<file path="config.mk">
export PLATFORM = sky130hd
export DESIGN_NAME = mem_port_arbiter
export DESIGN_NICKNAME = d
export VERILOG_FILES = /design/src/rtl/mem_port_arbiter.sv
export SDC_FILE = /design/constraint.sdc
export NUM_CORES = 1
export LEC_CHECK = 0
export ABC_AREA = 1
export CORE_UTILIZATION = 30
export CTS_BUF_LIST = sky130_fd_sc_hd__clkbuf_16
export DETAILED_ROUTE_END_ITERATION = 10
export HOLD_SLACK_MARGIN = 0.03
export PLACE_DENSITY_LB_ADDON = 0.08
export SETUP_SLACK_MARGIN = 0.5
export SLEW_MARGIN = 10
export SYNTH_ARGS = -nofsm -noshare
export SYNTH_HDL_FRONTEND = slang
export SYNTH_SLANG_ARGS = --single-unit
</file>
<file path="constraint.sdc">
create_clock -name clk -period 3 [get_ports clk]
set_clock_uncertainty 0.2 [all_clocks]
set_input_delay 0.6 -clock clk [delete_from_list [all_inputs] [get_ports clk]]
set_output_delay 0.6 -clock clk [all_outputs]
set_load 0.02 [all_outputs]
</file>
<file path="src/rtl/mem_port_arbiter.sv">
// mem_port_arbiter: shares one single-port word RAM between the instruction
// fetch port and the load/store port. Partial stores run as read-modify-write.
// Optional feature macro: MEM_ARB_RR_EN (round-robin tie-break; otherwise the
// data port always wins a tie).
module mem_port_arbiter #(
  parameter int ADDR_W = 32,
  parameter int DATA_W = 32
) (
  input  logic              clk,
  input  logic              reset_n,
  input  logic              i_req,
  input  logic [ADDR_W-1:0] i_addr,
  output logic              i_gnt,
  output logic              i_rvalid,
  output logic [DATA_W-1:0] i_rdata,
  input  logic              d_req,
  input  logic              d_we,
  input  logic [ADDR_W-1:0] d_addr,
  input  logic [DATA_W/8-1:0] d_be,
  input  logic [DATA_W-1:0] d_wdata,
  output logic              d_gnt,
  output logic              d_rvalid,
  output logic [DATA_W-1:0] d_rdata,
  output logic [ADDR_W-1:0] mem_a,
  output logic              mem_we,
  output logic [DATA_W-1:0] mem_wd,
  input  logic [DATA_W-1:0] mem_rd
);

  localparam int NB = DATA_W / 8;
  localparam logic [ADDR_W-1:0] WMASK = ~ADDR_W'(3);

  typedef enum logic [1:0] {IDLE, RD_WAIT, RMW_WR} state_e;

  state_e              state_q, state_d;
  logic                own_d_q, own_d_d;     // 1: read in flight belongs to D
  logic [ADDR_W-1:0]   addr_q, addr_d;
  logic [DATA_W-1:0]   wdata_q, wdata_d;
  logic [NB-1:0]       be_q, be_d;
  logic [DATA_W-1:0]   i_rdata_q, d_rdata_q;
  logic                pick_d;
`ifdef MEM_ARB_RR_EN
  logic                last_d_q, last_d_d;   // 1: last grant went to D
`endif

  // Next state, grants and RAM control; everything is forced quiet while
  // reset_n is low so a write-back in progress is dropped immediately.
  always_comb begin
    state_d  = state_q;
    own_d_d  = own_d_q;
    addr_d   = addr_q;
    wdata_d  = wdata_q;
    be_d     = be_q;
    i_gnt    = 1'b0;
    d_gnt    = 1'b0;
    i_rvalid = 1'b0;
    d_rvalid = 1'b0;
    mem_a    = '0;
    mem_we   = 1'b0;
    mem_wd   = '0;
`ifdef MEM_ARB_RR_EN
    pick_d   = d_req && (!i_req || !last_d_q);
`else
    pick_d   = d_req;
`endif
    if (reset_n) begin
      case (state_q)
        IDLE: begin
          if (pick_d) begin
            d_gnt = 1'b1;
            if (!d_we) begin
              mem_a   = d_addr & WMASK;
              own_d_d = 1'b1;
              state_d = RD_WAIT;
            end else if (&d_be) begin
              mem_a  = d_addr & WMASK;
              mem_we = 1'b1;
              mem_wd = d_wdata;
            end else if (|d_be) begin
              // partial store: fetch the old word, merge next cycle
              mem_a   = d_addr & WMASK;
              addr_d  = d_addr & WMASK;
              wdata_d = d_wdata;
              be_d    = d_be;
              state_d = RMW_WR;
            end
          end else if (i_req) begin
            i_gnt   = 1'b1;
            mem_a   = i_addr & WMASK;
            own_d_d = 1'b0;
            state_d = RD_WAIT;
          end
        end
        RD_WAIT: begin
          i_rvalid = !own_d_q;
          d_rvalid = own_d_q;
          state_d  = IDLE;
        end
        RMW_WR: begin
          mem_a  = addr_q;
          mem_we = 1'b1;
          for (int k = 0; k < NB; k++)
            mem_wd[8*k +: 8] = be_q[k] ? wdata_q[8*k +: 8] : mem_rd[8*k +: 8];
          state_d = IDLE;
        end
        default: state_d = IDLE;
      endcase
    end
  end

`ifdef MEM_ARB_RR_EN
  // Round-robin pointer follows every grant.
  always_comb begin
    last_d_d = last_d_q;
    if (d_gnt)      last_d_d = 1'b1;
    else if (i_gnt) last_d_d = 1'b0;
  end

  // Pointer register; reset favours the instruction port.
  always_ff @(posedge clk or negedge reset_n) begin
    if (!reset_n) last_d_q <= 1'b1;
    else          last_d_q <= last_d_d;
  end
`endif

  // State, RMW latches and held read data.
  always_ff @(posedge clk or negedge reset_n) begin
    if (!reset_n) begin
      state_q   <= IDLE;
      own_d_q   <= 1'b0;
      addr_q    <= '0;
      wdata_q   <= '0;
      be_q      <= '0;
      i_rdata_q <= '0;
      d_rdata_q <= '0;
    end else begin
      state_q <= state_d;
      own_d_q <= own_d_d;
      addr_q  <= addr_d;
      wdata_q <= wdata_d;
      be_q    <= be_d;
      if (i_rvalid) i_rdata_q <= mem_rd;
      if (d_rvalid) d_rdata_q <= mem_rd;
    end
  end

  assign i_rdata = i_rvalid ? mem_rd : i_rdata_q;
  assign d_rdata = d_rvalid ? mem_rd : d_rdata_q;

endmodule

</file>
==> results.toml <==
[layout]
postLayoutCoreUtil_pct = 50.4
drive_above_1_share_pct = 28.5
area_growth_pct = 64.2
fin_nets = 1304

[clocking]
cts_buffer_depth = 2
cts.sinks = 133
hold_buffers = 0
insertion_delay_ns = 0.42
cts_tree = "done"
cts.reportedPaths.clkPinSlew_ns = 0.06
htreeDepth = 4
root_buffer = "clkbuf_16"
numCtsBuffers = 17

[synthesis]
synth_edf_count = 0
yosysTopAreaCell = "dfrtp_1"
synth_top_flop_cell = "dfrtp_1"
synth_seq_cells = 133
ys_seq_area_share_pct = 49.5
netlist.area_leader.share_pct = 49.5
netlist_area_um2 = 6720
synth.most_common_cell = "nand2_1"
ys_top_cells_by_area = "dfrtp_1 (50%), nand2_1 (18%), nand3_1 (8.5%)"
synthArstFlopShare_pct = 100
netlist_instances = 879
yosysUniqueCellTypes = 23
avgSynthCellArea_um2 = 7.65
ys_top_cells_by_count = "nand2_1 (318), dfrtp_1 (133), nand3_1 (114)"
yosysWarnings = 0

[timing]
finalSetupViolations = 0
setup_ws_ns = 0.329
max_freq_mhz = 374
hold_viol_final = 0
finalMaxSlewViolations = 0
min_period_ns = 2.67
grt_setup_unrepaired = "true"
slew_headroom_pct = 32.6
whs_ns = 0.269
fin_crit_sh_pct = 89.0
tightest_slew_ns = 1.01

[worst_hold_path]
min_path_type = "reg -> reg"

[route]
highest_layer = "met4"
drtIter0Drc = 290
ant_nets = 0
num_vias = 7116
route.met2.wl_mm = 11.5
wl_per_cell_um = 16.8
wl_met1_mm = 10.7
drcViolationCount = 0
drt_wl_total_mm = 24.6
routed_via_density = 4.87
wl_met3_mm = 1.87
drtPass1Iterations = 5

[floorplan]
die_w_um = 152
initial_utilization_pct = 30.7
ios = 270
rows = 54
die_area_um2 = 23000
fp.coreArea_um2 = 21900
die_height_um = 152

[power_and_ir_drop]
p_per_area_nw_per_um2 = 796
p_leak_nw = 5.34
ir_worst_vdd_v = 0.000317

[worst_setup_path]
cp-end-kind = "output port"
startpoint_type = "flop"
critPathKind = "reg -> out"
required_ns = 2.20
path_max_fanout = 14
cp.arrival_ns = 1.87

[placement]
gp_congestion = 0.761
io_buffers = 263
hpwl_mm = 16.3
dp_slack_ns = -0.436

[global_routing]
grt_first_pass_wirelength_mm = 37.7
track_usage_pct = 21.5
overflow = 0
antenna_found_initial = 2
grt_start_max_net_pins = 75
grt_pass1_vias = 6839

[flow_run]
cap_violations = 0

[outcome]
outcome = "completed"
## cell usage in the layout, fill, tap and decap left out, types with 2 or more instances in the layout
master	n
nand2_1	312
dfrtp_1	132
buf_4	131
clkdlybuf4s50_1	124
nand3_1	102
o21ai_2	50
inv_1	46
a21oi_1	37
nand4_1	33
o211ai_1	32
buf_6	29
clkbuf_16	20
buf_12	18
buf_2	16
nand3_2	12
o21ai_1	10
a21oi_2	7
nor2_4	6
clkinvlp_4	6
nor2_1	5
inv_6	5
o21ai_4	4
nand2_2	4
buf_16	4
dlygate4sd2_1	4
nand2_4	3
nor2_2	3
diode_2	2
inv_2	2
inv_4	2
clkinv_1	2
conb_1	2
inv_8	2
clkdlybuf4s15_2	2
## power by group
group | total (W) | switching (W) | internal [W] | leakage (nW)
Combinational | 0.00386 | 0.00223 | 0.00164 | 3.41
Clock | 0.00204 | 0.000875 | 0.00116 | 0.269
Sequential | 0.00288 | 0.000311 | 0.00257 | 1.66
## layout make-up
cell class / count / area, um2
sequential: 133 / 3330
inverter: 53 / 209
multi-input combinational: 627 / 3270
fill: 2230 / 10900
clock inverter: 15 / 146
antenna: 2 / 5.00
timing repair buffer: 335 / 3300
clock buffer: 17 / 425
tap: 280 / 350
## metal layers
metal,up-vias,global-route usage (%)
met1,3342,27.9
met4,0,6.63
li1,3513,-
met5,-,0
met3,30,6.44
met2,231,34.2
## stage by stage
stage               total power, W  setup TNS (ns)  instance area [um2]  cells
floorplan                  0.00474               0                 6730    880
global placement           0.00651          -23.24                 9980   1408
detailed placement         0.00655          -22.75                 9980   1408
CTS                        0.00828               0                10400   1454
global route               0.00935               0                11000   1460
finish                     0.00878               0                11000   1462
## cells by family (layout without fill, tap and decap cells)
kind of cell / after synthesis / in the layout / synth area share [%]
AND/OR/NAND/NOR: 483 / 483 / 30.9
other: 1 / 4 / 0.0558
buffers and inverters: 120 / 420 / 7.74
flip-flops: 133 / 133 / 49.5
AO/OA/AOI/OAI: 142 / 142 / 11.8
## critical path, cell delays in order, from the launching register on
cell and delay [ns]:
dfrtp_2 0.47, nor3_4 0.28, nand2_4 0.12, buf_4 0.22, o21ai_1 0.19, buf_4 0.17
## worst paths after layout
check | end | slack, ns | depth (start not counted) | startpoint
setup reg to reg | addr_q[25]$_DFFE_PN0P_ | 0.91 | 8 | state_q[0]$_DFFE_PN0P_
hold / removal | d_rdata_q[15]$_DFF_PN0_ | 0.27 | 2 | d_rdata_q[15]$_DFF_PN0_
min in group asynchronous | wdata_q[28]$_DFFE_PN0P_ | 0.34 | 3 | reset_n
max in group asynchronous | d_rdata_q[12]$_DFF_PN0_ | 0.90 | 4 | reset_n
hold reg to reg | d_rdata_q[15]$_DFF_PN0_ | 0.27 | 2 | d_rdata_q[15]$_DFF_PN0_
setup / recovery | d_rdata[5] | 0.33 | 5 | state_q[1]$_DFFE_PN0P_
## timing repair
| item | CTS | global route |
|---|---|---|
| resized for setup | 637 | 182 |
| gates cloned | 5 | 3 |
| buffers inserted | 9 | 3 |
| pin swaps | 17 | 17 |
| endpoints found under the hold margin | 0 | 0 |
| endpoints found under the setup margin | 131 | 131 |
## sequential cells by signal, indices dropped and copies added, names as in the netlist
register and cells:
i_rdata_q 32, wdata_q 32, d_rdata_q 32, own_d_q 1, be_q 4, addr_q 30, state_q 2
No activity file was read; power rests on OpenSTA's default activity.
